File: src/rtl/td4_clock_controller.sv
// TD4 clock controller: turns the board clock into a one-cycle CPU clock-enable.
// Supports free-run (slow/fast), debounced single-step and a halt trap.
module td4_clock_controller #(
    parameter int unsigned CLOCK_HZ        = 100_000_000,
    parameter int unsigned SLOW_HZ         = 1,
    parameter int unsigned FAST_HZ         = 10,
    parameter int unsigned DEBOUNCE_CYCLES = 1_000_000
) (
    input  logic       clock_in,
    input  logic       reset,
    input  logic       run_switch,
    input  logic       step_button,
    input  logic       fast_select,
    input  logic       halt_in,
    output logic       cpu_tick,
    output logic       cpu_clock,
    output logic       running,
    output logic       trapped,
    output logic [7:0] tick_count
);

    localparam int unsigned SLOW_PERIOD = CLOCK_HZ / SLOW_HZ;
    localparam int unsigned FAST_PERIOD = CLOCK_HZ / FAST_HZ;
    localparam int unsigned CNT_W = (SLOW_PERIOD > 1) ? $clog2(SLOW_PERIOD) : 1;
    localparam int unsigned DEB_W = (DEBOUNCE_CYCLES > 1) ? $clog2(DEBOUNCE_CYCLES) : 1;

    localparam logic [CNT_W-1:0] SLOW_LAST = CNT_W'(SLOW_PERIOD - 1);
    localparam logic [CNT_W-1:0] FAST_LAST = CNT_W'(FAST_PERIOD - 1);
    localparam logic [CNT_W-1:0] SLOW_HALF = CNT_W'(SLOW_PERIOD / 2);
    localparam logic [CNT_W-1:0] FAST_HALF = CNT_W'(FAST_PERIOD / 2);
    localparam logic [DEB_W-1:0] DEB_LAST  = DEB_W'(DEBOUNCE_CYCLES - 1);

    typedef enum logic [1:0] {
        IDLE,
        RUN,
        STEP_HOLD,
        TRAP
    } state_t;

    state_t state_q, state_d;

    logic [2:0]       meta_q, sync_q;
    logic             run_sync, step_sync, fast_sync, fast_change;
    logic             deb_q, deb_d, press_q, press_d;
    logic [DEB_W-1:0] deb_cnt_q, deb_cnt_d;
    logic [CNT_W-1:0] div_cnt_q, div_cnt_d, period_last, half_d;
    logic             terminal;
    logic             cpu_tick_q, cpu_tick_d;
    logic             cpu_clock_q, cpu_clock_d;
    logic             running_q, running_d;
    logic             trapped_q, trapped_d;
    logic [7:0]       tick_count_q, tick_count_d;

    assign run_sync    = sync_q[0];
    assign step_sync   = sync_q[1];
    assign fast_sync   = sync_q[2];
    // fast_sync is about to change: clear the divider on the same edge it does
    assign fast_change = meta_q[2] ^ sync_q[2];

    always_ff @(posedge clock_in or posedge reset) begin
        if (reset) begin
            meta_q <= '0;
            sync_q <= '0;
        end else begin
            meta_q <= {fast_select, step_button, run_switch};
            sync_q <= meta_q;
        end
    end

    always_comb begin
        deb_d     = deb_q;
        deb_cnt_d = '0;
        press_d   = 1'b0;
        if (step_sync != deb_q) begin
            if (deb_cnt_q == DEB_LAST) begin
                deb_d   = step_sync;
                press_d = step_sync;
            end else begin
                deb_cnt_d = deb_cnt_q + DEB_W'(1);
            end
        end
    end

    always_ff @(posedge clock_in or posedge reset) begin
        if (reset) begin
            state_q <= IDLE;
        end else begin
            state_q <= state_d;
        end
    end

    always_comb begin
        state_d = state_q;
        case (state_q)
            IDLE: begin
                if (halt_in)       state_d = TRAP;
                else if (run_sync) state_d = RUN;
                else if (press_q)  state_d = STEP_HOLD;
            end
            RUN: begin
                if (halt_in)        state_d = TRAP;
                else if (!run_sync) state_d = IDLE;
            end
            STEP_HOLD: begin
                if (!deb_q) state_d = IDLE;
            end
            TRAP: begin
                if (!run_sync && !deb_q) state_d = IDLE;
            end
            default: state_d = IDLE;
        endcase
    end

    assign period_last = fast_sync ? FAST_LAST : SLOW_LAST;
    assign terminal    = (div_cnt_q == period_last);
    assign half_d      = meta_q[2] ? FAST_HALF : SLOW_HALF;

    always_comb begin
        cpu_tick_d = 1'b0;
        div_cnt_d  = '0;
        if (state_q == IDLE && state_d == STEP_HOLD) begin
            cpu_tick_d = 1'b1;
        end
        if (state_q == RUN && state_d == RUN) begin
            cpu_tick_d = terminal;
            if (!fast_change && !terminal) begin
                div_cnt_d = div_cnt_q + CNT_W'(1);
            end
        end
        cpu_clock_d  = (state_d == STEP_HOLD) ||
                       (state_d == RUN && div_cnt_d < half_d);
        running_d    = (state_d == RUN);
        trapped_d    = (state_d == TRAP);
        tick_count_d = tick_count_q + 8'(cpu_tick_d);
    end

    always_ff @(posedge clock_in or posedge reset) begin
        if (reset) begin
            deb_q        <= 1'b0;
            deb_cnt_q    <= '0;
            press_q      <= 1'b0;
            div_cnt_q    <= '0;
            cpu_tick_q   <= 1'b0;
            cpu_clock_q  <= 1'b0;
            running_q    <= 1'b0;
            trapped_q    <= 1'b0;
            tick_count_q <= '0;
        end else begin
            deb_q        <= deb_d;
            deb_cnt_q    <= deb_cnt_d;
            press_q      <= press_d;
            div_cnt_q    <= div_cnt_d;
            cpu_tick_q   <= cpu_tick_d;
            cpu_clock_q  <= cpu_clock_d;
            running_q    <= running_d;
            trapped_q    <= trapped_d;
            tick_count_q <= tick_count_d;
        end
    end

    assign cpu_tick   = cpu_tick_q;
    assign cpu_clock  = cpu_clock_q;
    assign running    = running_q;
    assign trapped    = trapped_q;
    assign tick_count = tick_count_q;

endmodule
File: config.mk
export PLATFORM = sky130hd
export DESIGN_NAME = td4_clock_controller
export DESIGN_NICKNAME = d
export VERILOG_FILES = /design/src/rtl/td4_clock_controller.sv
export SDC_FILE = /design/constraint.sdc
export NUM_CORES = 1
export LEC_CHECK = 0
export ABC_CLOCK_PERIOD_IN_PS = 3900
export CAP_MARGIN = 30
export CORE_MARGIN = 4
export CORE_UTILIZATION = 45
export CTS_BUF_LIST = sky130_fd_sc_hd__clkbuf_8
export CTS_CLUSTER_SIZE = 14
export DETAILED_ROUTE_END_ITERATION = 10
export SYNTH_ARGS = -nofsm -noshare
export SYNTH_HDL_FRONTEND = slang
export SYNTH_SLANG_ARGS = --single-unit
export TNS_END_PERCENT = 20
File: constraint.sdc
create_clock -name clock_in -period 3.9 [get_ports clock_in]
set_input_delay 0.78 -clock clock_in [delete_from_list [all_inputs] [get_ports clock_in]]
set_output_delay 0.78 -clock clock_in [all_outputs]
set_load 0.02 [all_outputs]
==> results.json, run 1 <==
{
  "crit_top_cell": "a31oi_1",
  "grt_max_degree": 41,
  "grt_pass1_vias": 2593,
  "synth_top_family_by_area": "simple AND/OR/NAND/NOR gates",
  "cpLargestDelayFamily": "simple AND/OR/NAND/NOR gates",
  "grt_pass1_wl_um": 12300,
  "holdPathStages": 0,
  "cts_tree": "yes",
  "antenna_found_initial": 0,
  "hp-class": "flip-flop to flip-flop",
  "via_per_inst": 5.44,
  "yosys-mux-area-fraction_pct": 0.867,
  "switching_share_pct": 27.6,
  "slowest_delay_ns": 0.54,
  "post_drt_wl_per_cell_um": 14.8,
  "core_area_um2": 7770,
  "rows": 32,
  "path_buf_inv": 1,
  "gp_congestion": 0.887,
  "synth_edf_count": 0,
  "wl_um": 7250,
  "avgSynthCellArea_um2": 10.0,
  "min_from": "meta_q[0]$_DFF_PP0_",
  "vdd_drop_max_v": 0.000286,
  "p_switching_w": 0.000479,
  "power_frac_seq_pct": 47.7,
  "cp_data_required_time_ns": 4.16,
  "globalRouteOverflowTotal": 0,
  "syn_inst": 360,
  "antenna_cells": 0,
  "hold_viol": 0,
  "ant_nets": 0,
  "fill_cells": 691,
  "area_delta_synth_final_pct": 14.6,
  "ff_latch_area_um2": 1730,
  "vias": 2670,
  "yosysWarnings": 0,
  "htree_levels": 3,
  "worstReg2RegStart": "div_cnt_q[8]$_DFF_PP0_",
  "die-area_um2": 9520,
  "layout_common_cells": "dfrtp_1 (69), nor2_1 (44), xor2_1 (28), nand2_1 (26), xnor2_1 (18)",
  "seq_area_frac_synth_pct": 47.9,
  "crit_fanout": 9,
  "skew_ns": 0.0147,
  "critPathArrivalTime_ns": 3.63,
  "hold_buffers": 0,
  "rsz0062_at_grt": "false",
  "worst_skew_pair.late_latency_ns": 0.35,
  "drt-initial-drc-count": 152,
  "syn-num-nets": 383,
  "timing.fmax_mhz": 297,
  "start_kind": "flip-flop",
  "pwr-share-clk_pct": 36.6,
  "finalSetupViolations": 0,
  "synth_cell_types": 46,
  "synth_xor_xnor_area_share_pct": 11.2,
  "drcViolationCount": 0,
  "layout_commonest_cell": "dfrtp_1",
  "layout_min_cycle_time_ns": 3.36,
  "max-cap-violations": 0,
  "worst_slew_margin_rel_pct": 56.6,
  "cts_buffers": 9,
  "cts_setup_buffers": 0,
  "p_comb_share_pct": 15.7,
  "multiInputGateArea_um2": 1790,
  "power.leakage_nw": 1.77,
  "clk_pin_slew_ns": 0.08,
  "status": "completed",
  "worst_pin_slew_ns": 0.650,
  "fin_hold_ws_ns": 0.352,
  "fin_setup_tns_ns": 0,
  "numPortBuffers": 17,
  "hpwl_um": 5030,
  "rr_worst_depth": 12,
  "clockBufferDepth": 2,
  "rrSetupSlack_ns": 0.54,
  "fin_nets": 407,
  "synthFlopType": "dfrtp_1",
  "syn_area_um2": 3610,
  "drive_gt1_share_pct": 7.46,
  "post_cts_resized": 0,
  "synth-adder-area-share_pct": 5.89,
  "synth-compound-area-share_pct": 7.35,
  "synthArstFlopShare_pct": 100,
  "p_int_w": 0.00126,
  "slowest_stage": "or4b_1",
  "die_x_um": 97.5,
  "path_class": "flip-flop to flip-flop",
  "boundaryPins": 18,
  "grtUsageTotal_pct": 15.8,
  "synth_seq_cells": 69,
  "synthSimpleGateAreaFrac_pct": 24.3,
  "slew_viol_final": 0,
  "firstDrtPassIters": 4,
  "fin_crit_sh_pct": 86.2,
  "path_cells": "or4b_1 -> nor4_1 -> o2111ai_1 -> nand2_2 -> buf_4 -> nor2_1 -> ha_1 -> or3_1 -> a31o_2 -> a31oi_1 -> o211ai_1 -> a31oi_1",
  "power_density_nw_per_um2": 420,
  "clock-sinks": 69,
  "die_y_um": 97.5,
  "start_util_pct": 46.5,
  "cp-end-kind": "flip-flop",
  "root_buffer": "clkbuf_8",
  "r2r-end": "cpu_clock$_DFF_PP0_",
  "min_to": "sync_q[0]$_DFF_PP0_"
}
[registers in the layout, indices dropped and copies added, names as in the netlist]
signal / count
meta_q: 3
press_q: 1
deb_q: 1
trapped: 1
div_cnt_q: 27
running: 1
sync_q: 3
cpu_clock: 1
deb_cnt_q: 20
tick_count: 8
state_q: 2
cpu_tick: 1
[synthesized netlist by cell type, types with 2 or more instances]
cell type,count,area share [%]
dfrtp_1,69,48
nor2_1,44,4.6
xor2_1,28,6.8
nand2_1,26,2.7
xnor2_1,18,4.4
ha_1,17,5.9
nand3_1,17,2.4
nand4_1,17,2.9
a21oi_1,14,1.9
and3_1,12,2.1
nor3_1,10,1.4
inv_1,9,0.94
o21ai_0,8,1.1
clkbuf_1,7,0.73
or3_1,7,1.2
nor3b_1,5,1.0
and4_1,4,0.97
nor4_1,4,0.69
a31oi_1,3,0.52
buf_4,3,0.62
nand4b_1,3,0.73
o31ai_1,3,0.62
a21o_1,2,0.42
a31o_2,2,0.49
mux2i_1,2,0.55
nand2b_1,2,0.35
nand3b_1,2,0.42
nor4_4,2,1.2
o211ai_1,2,0.42
o21a_1,2,0.42
[layout make-up]
| type | instances | share of cell area (%) |
|---|---|---|
| well taps | 102 | 3.09 |
| inverters | 9 | 0.817 |
| clock inverters | 7 | 2.24 |
| multi-input cells | 270 | 43.3 |
| flip-flops and latches | 69 | 41.7 |
| clock buffers | 9 | 2.99 |
| repair buffers | 25 | 5.87 |
[worst reg2reg max path: stages (launching register included)]
cell and delay [ns]:
dfrtp_1 0.45, or4b_1 0.54, nor4_1 0.28, o2111ai_1 0.29, nand2_2 0.26, buf_4 0.20
nor2_1 0.08, ha_1 0.23, or3_1 0.34, a31o_2 0.22, a31oi_1 0.14, o211ai_1 0.11
a31oi_1 0.17
[through the flow]
stage	cells	total power [W]	area [um^2]	worst slack (ns)	utilization, %
after detailed placement	475	0.00112	3920	0.484	50.5
final	491	0.00174	4140	0.537	53.3
after floorplan	360	0.000984	3610	0.910	-
after CTS	491	0.00175	4140	0.540	53.3
after global placement	475	0.00111	3920	0.541	50.5
after global routing	491	0.00182	4140	0.345	53.3
[worst max path at each step]
| stage | end | cells past startpoint | startpoint |
|---|---|---|---|
| after floorplan | cpu_clock$_DFF_PP0_ | 13 | div_cnt_q[11]$_DFF_PP0_ |
| after global placement | cpu_clock$_DFF_PP0_ | 12 | halt_in |
| after detailed placement | cpu_clock$_DFF_PP0_ | 13 | halt_in |
| after CTS | cpu_clock$_DFF_PP0_ | 12 | div_cnt_q[8]$_DFF_PP0_ |
| after global routing | cpu_clock$_DFF_PP0_ | 13 | div_cnt_q[8]$_DFF_PP0_ |
| final | cpu_clock$_DFF_PP0_ | 12 | div_cnt_q[8]$_DFF_PP0_ |
[power by group through the flow]
| stage | Clock [W] | Sequential [W] | Combinational, W |
|---|---|---|---|
| after floorplan | 0 | 0.000876 | 0.000108 |
| after global placement | 0 | 0.000841 | 0.000270 |
| after detailed placement | 0 | 0.000842 | 0.000274 |
| after CTS | 0.000651 | 0.000829 | 0.000275 |
| after global routing | 0.000680 | 0.000840 | 0.000296 |
| final | 0.000636 | 0.000828 | 0.000272 |
[layer usage]
layer / routed length (um) / track usage, % / up-vias
met2: 3490 / 25.9 / 54
met3: 253 / 3.23 / 7
met5: 0 / 0 / -
met1: 3430 / 20.8 / 1278
met4: 76 / 5.11 / 0
li1: - / - / 1331
[cells by family (layout without fill, tap and decap cells)]
group | count (synthesis) | count (layout)
AND/OR/NAND/NOR | 162 | 162
flip-flops | 69 | 69
XOR/XNOR | 46 | 46
AO/OA/AOI/OAI | 42 | 42
buffers and inverters | 21 | 50
adder cells (fa/ha/maj) | 17 | 17
multiplexers | 3 | 3
No activity file was read; power rests on OpenSTA's default activity.
==> inputs of run 2 (changes only) <==
- REMOVE_ABC_BUFFERS: default -> 1
==> results.json, run 2 (synthesis results as in run 1) <==
{
  "status": "completed",
  "worst_slew_margin_rel_pct": 56.8,
  "clk_pin_slew_ns": 0.07,
  "fin_nets": 405,
  "firstDrtPassIters": 4,
  "cpLargestDelayFamily": "simple AND/OR/NAND/NOR gates",
  "cp-end-kind": "flip-flop",
  "p_switching_w": 0.000466,
  "max-cap-violations": 0,
  "worst_skew_pair.late_latency_ns": 0.34,
  "skew_ns": 0.00596,
  "antenna_found_initial": 0,
  "boundaryPins": 18,
  "wl_um": 7430,
  "layout_min_cycle_time_ns": 3.41,
  "globalRouteOverflowTotal": 0,
  "path_cells": "or4b_1 -> nor4_1 -> o2111ai_1 -> nand2_2 -> buf_4 -> nor2_1 -> ha_1 -> or3_1 -> a31o_2 -> a31oi_1 -> o211ai_1 -> a31oi_1",
  "crit_top_cell": "a31oi_1",
  "die_x_um": 97.5,
  "hpwl_um": 5220,
  "layout_common_cells": "dfrtp_1 (69), nor2_1 (44), xor2_1 (28), nand2_1 (26), xnor2_1 (18)",
  "post_cts_resized": 0,
  "area_delta_synth_final_pct": 13.7,
  "largest_reg_flops": 27,
  "layout_commonest_cell": "dfrtp_1",
  "critPathArrivalTime_ns": 3.67,
  "gp_congestion": 0.859,
  "timing.fmax_mhz": 293,
  "power_frac_seq_pct": 49.0,
  "die_y_um": 97.5,
  "clock-sinks": 69,
  "rsz0062_at_grt": "false",
  "fin_crit_sh_pct": 87.5,
  "p_int_w": 0.00122,
  "largest_register": "div_cnt_q",
  "cts_setup_buffers": 0,
  "start_util_pct": 46.5,
  "final_core_util_pct": 52.8,
  "drt-initial-drc-count": 175,
  "cts_tree": "yes",
  "crit_fanout": 16,
  "instances_no_fill": 488,
  "hold_buffers": 0,
  "p_comb_share_pct": 16.0,
  "slew_viol_final": 0,
  "worst_pin_slew_ns": 0.647,
  "drcViolationCount": 0,
  "grt_pass1_wl_um": 12800,
  "grt_pass1_vias": 2669,
  "pwr-share-clk_pct": 35.0,
  "core_area_um2": 7770,
  "power_density_nw_per_um2": 411,
  "via_per_inst": 5.45,
  "power.leakage_nw": 1.75,
  "slowest_delay_ns": 0.55,
  "cp_data_required_time_ns": 4.16,
  "vias": 2659,
  "clockBufferDepth": 2,
  "start_kind": "flip-flop",
  "grtUsageTotal_pct": 16.6,
  "switching_share_pct": 27.6,
  "vdd_drop_max_v": 0.000307,
  "fin_hold_ws_ns": 0.353,
  "hp-class": "flip-flop to flip-flop",
  "drive_gt1_share_pct": 7.25,
  "grt_max_degree": 40,
  "root_buffer": "clkbuf_8",
  "htree_levels": 3,
  "path_class": "flip-flop to flip-flop",
  "numPortBuffers": 17,
  "die-area_um2": 9520,
  "rows": 32,
  "cts_buffers": 9,
  "path_buf_inv": 1,
  "dp_cells": 473,
  "ant_nets": 0,
  "post_drt_wl_per_cell_um": 15.2,
  "antenna_cells": 0,
  "slowest_stage": "or4b_1",
  "fill_cells": 725,
  "power_w": 0.00169,
  "hold_viol": 0,
  "fin_setup_tns_ns": 0,
  "finalSetupViolations": 0
}
run 2: changes by cell type in the layout (fill, tap and decap cells not counted):
cell       before  now
buf_4           7    5
clkbuf_8        9   11
clkinv_2        0    2
clkinv_4        2    0
inv_1          10    8
bufinv_16       2    1
run 2: power groups by stage:
stage / logic (W) / registers [W] / clock network [W]
3_5_place_dp: 0.000271 / 0.000841 / 0
6_report: 0.000270 / 0.000826 / 0.000591
3_3_place_gp: 0.000267 / 0.000842 / 0
2_1_floorplan: 0.0000945 / 0.000884 / 0
5_1_grt: 0.000298 / 0.000837 / 0.000645
4_1_cts: 0.000274 / 0.000827 / 0.000614
run 2: worst paths after layout:
path                       cells after the start                   to  slack [ns]               startpoint
hold reg to reg                                0  sync_q[1]$_DFF_PP0_        0.35      meta_q[1]$_DFF_PP0_
min in group asynchronous                      2    trapped$_DFF_PP0_        0.84                    reset
max in group asynchronous                      3  meta_q[2]$_DFF_PP0_        2.40                    reset
setup reg to reg                              12  cpu_clock$_DFF_PP0_        0.49  div_cnt_q[11]$_DFF_PP0_
setup / recovery                              12  cpu_clock$_DFF_PP0_        0.49  div_cnt_q[11]$_DFF_PP0_
hold / removal                                 0  sync_q[1]$_DFF_PP0_        0.35      meta_q[1]$_DFF_PP0_
run 2: per-layer routing:
layer / vias to the layer above / wire (um) / track usage [%]
li1: 1319 / - / -
met1: 1300 / 3670 / 22.6
met2: 36 / 3450 / 25.5
met3: 4 / 245 / 5.17
met4: 0 / 56 / 4.79
met5: - / 0 / 0
run 2: layout make-up:
class	count	area (um^2)	area share [%]
clock buffer	11	151	3.69
timing repair buffer	23	228	5.55
multi-input combinational	270	1790	43.6
clock inverter	4	47.5	1.16
tap	102	128	3.11
sequential	69	1730	42.1
inverter	9	33.8	0.823
run 2: per-stage QoR:
step                      cell area (um^2)  worst slack, ns
after floorplan                       3550            0.862
after global placement                3910            0.435
after detailed placement              3910            0.355
after CTS                             4100            0.454
after global routing                  4100            0.193
final                                 4100            0.488
==> inputs of run 3 (changes only) <==
- ABC_CLOCK_PERIOD_IN_PS: 3900 -> 3300
- clock period: 3.9 -> 3.3 ns (I/O delays scaled with it)
==> results.json, run 3 (synthesis results as in run 1) <==
{
  "path_class": "flip-flop to flip-flop",
  "slowest_stage": "or4b_4",
  "area_delta_synth_final_pct": 18.1,
  "worst_pin_slew_ns": 0.658,
  "fill_cells": 709,
  "grt_max_degree": 70,
  "layout_commonest_cell": "dfrtp_1",
  "start_kind": "flip-flop",
  "antenna_found_initial": 0,
  "finalSetupViolations": 0,
  "skew_ns": 0.0130,
  "die_y_um": 97.5,
  "rows": 32,
  "status": "completed",
  "layout_min_cycle_time_ns": 3.09,
  "power_density_nw_per_um2": 480,
  "numPortBuffers": 17,
  "drive_gt1_share_pct": 11.5,
  "fin_hold_ws_ns": 0.361,
  "cts_buffers": 9,
  "critPathArrivalTime_ns": 3.30,
  "max-cap-violations": 0,
  "root_buffer": "clkbuf_8",
  "fin_crit_sh_pct": 93.5,
  "layout_common_cells": "dfrtp_1 (69), nor2_1 (44), xor2_1 (28), nand2_1 (26), xnor2_1 (18)",
  "hpwl_um": 5120,
  "crit_fanout": 5,
  "slew_viol_final": 0,
  "drt-initial-drc-count": 157,
  "final_core_util_pct": 54.9,
  "htree_levels": 3,
  "vias": 2696,
  "core_area_um2": 7770,
  "grtUsageTotal_pct": 16.4,
  "hp-class": "flip-flop to flip-flop",
  "largest_register": "div_cnt_q",
  "path_cells": "or4b_4 -> nor4_4 -> o2111ai_2 -> nand2_2 -> buf_6 -> buf_4 -> buf_4 -> nor2_1 -> ha_1 -> nand4_1 -> a311o_1 -> o211ai_1 -> a31oi_1",
  "power_w": 0.00205,
  "hold_viol": 0,
  "fin_nets": 418,
  "clockBufferDepth": 2,
  "clk_pin_slew_ns": 0.07,
  "post_drt_wl_per_cell_um": 14.5,
  "die_x_um": 97.5,
  "via_per_inst": 5.37,
  "wl_um": 7300,
  "drcViolationCount": 0,
  "firstDrtPassIters": 4,
  "timing.fmax_mhz": 324,
  "slowest_delay_ns": 0.55,
  "ant_nets": 0,
  "start_util_pct": 46.5,
  "globalRouteOverflowTotal": 0,
  "vdd_drop_max_v": 0.000359,
  "antenna_cells": 0,
  "grt_pass1_wl_um": 12700,
  "gp_congestion": 0.843,
  "cts_tree": "yes",
  "cp_data_required_time_ns": 3.51,
  "worst_skew_pair.late_latency_ns": 0.35,
  "die-area_um2": 9520,
  "power.leakage_nw": 1.84,
  "worst_slew_margin_rel_pct": 56.0,
  "boundaryPins": 18,
  "clock-sinks": 69,
  "largest_reg_flops": 27,
  "cp-end-kind": "flip-flop",
  "grt_pass1_vias": 2674,
  "crit_top_cell": "buf_4",
  "hold_buffers": 0
}
==> run 3: per-stage QoR <==
| stage | setup slack (ns) | std cells | setup TNS, ns | cell area (um^2) |
|---|---|---|---|---|
| 6_report | 0.214 | 502 | 0 | 4260 |
| 5_1_grt | -0.0131 | 502 | -0.0131 | 4260 |
| 4_1_cts | 0.0973 | 499 | 0 | 4190 |
| 3_5_place_dp | 0.0287 | 483 | 0 | 3980 |
| 3_3_place_gp | 0.0996 | 483 | 0 | 3980 |
| 2_1_floorplan | 0.262 | 348 | 0 | 3550 |
==> run 3: final timing paths <==
check / startpoint / endpoint / slack (ns) / cells after the start
worst max-delay path: div_cnt_q[11]$_DFF_PP0_ / cpu_clock$_DFF_PP0_ / 0.21 / 13
worst min-delay path: meta_q[1]$_DFF_PP0_ / sync_q[1]$_DFF_PP0_ / 0.36 / 0
worst max register to register: div_cnt_q[11]$_DFF_PP0_ / cpu_clock$_DFF_PP0_ / 0.21 / 13
worst min register to register: meta_q[1]$_DFF_PP0_ / sync_q[1]$_DFF_PP0_ / 0.36 / 0
max in group asynchronous: reset / deb_cnt_q[18]$_DFF_PP0_ / 2.28 / 3
min in group asynchronous: reset / div_cnt_q[23]$_DFF_PP0_ / 0.70 / 3
==> run 3: repair_timing <==
item                       CTS  global route
setup endpoints to repair    0             1
setup buffers                0             3
gates resized for setup      0            10
==> run 3: layout make-up <==
cell class / count / area [um^2] / area share (%)
inverter: 9 / 33.8 / 0.792
clock inverter: 7 / 83.8 / 1.97
timing repair buffer: 36 / 333 / 7.81
tap: 102 / 128 / 2.99
multi-input combinational: 270 / 1830 / 43.0
clock buffer: 9 / 124 / 2.91
sequential: 69 / 1730 / 40.5
==> run 3: critical path: cells and delay by family, from the launching register on <==
kind,cells,cell delay [ns]
and+or+nand+nor,5,1.17
AOI/OAI and AO/OA,4,0.70
DFF,1,0.43
buffers and inverters,3,0.35
adders and majority gates,1,0.30
==> run 3: metal layers <==
layer / track usage (%) / share of wire, % / vias to the layer above / routed length, um
met5: 0 / 0 / - / 0
met4: 6.92 / 1.8 / 0 / 133
met3: 3.88 / 2.3 / 10 / 171
met2: 24.2 / 45 / 31 / 3280
met1: 23.1 / 51 / 1309 / 3710
li1: - / - / 1346 / -
==> run 3: power breakdown <==
| part | internal [W] | leakage [nW] | switching [W] |
|---|---|---|---|
| Sequential | 0.000914 | 0.932 | 0.0000673 |
| Combinational | 0.000155 | 0.795 | 0.000175 |
| Clock | 0.000416 | 0.113 | 0.000319 |
| Total | 0.00149 | 1.84 | 0.000562 |
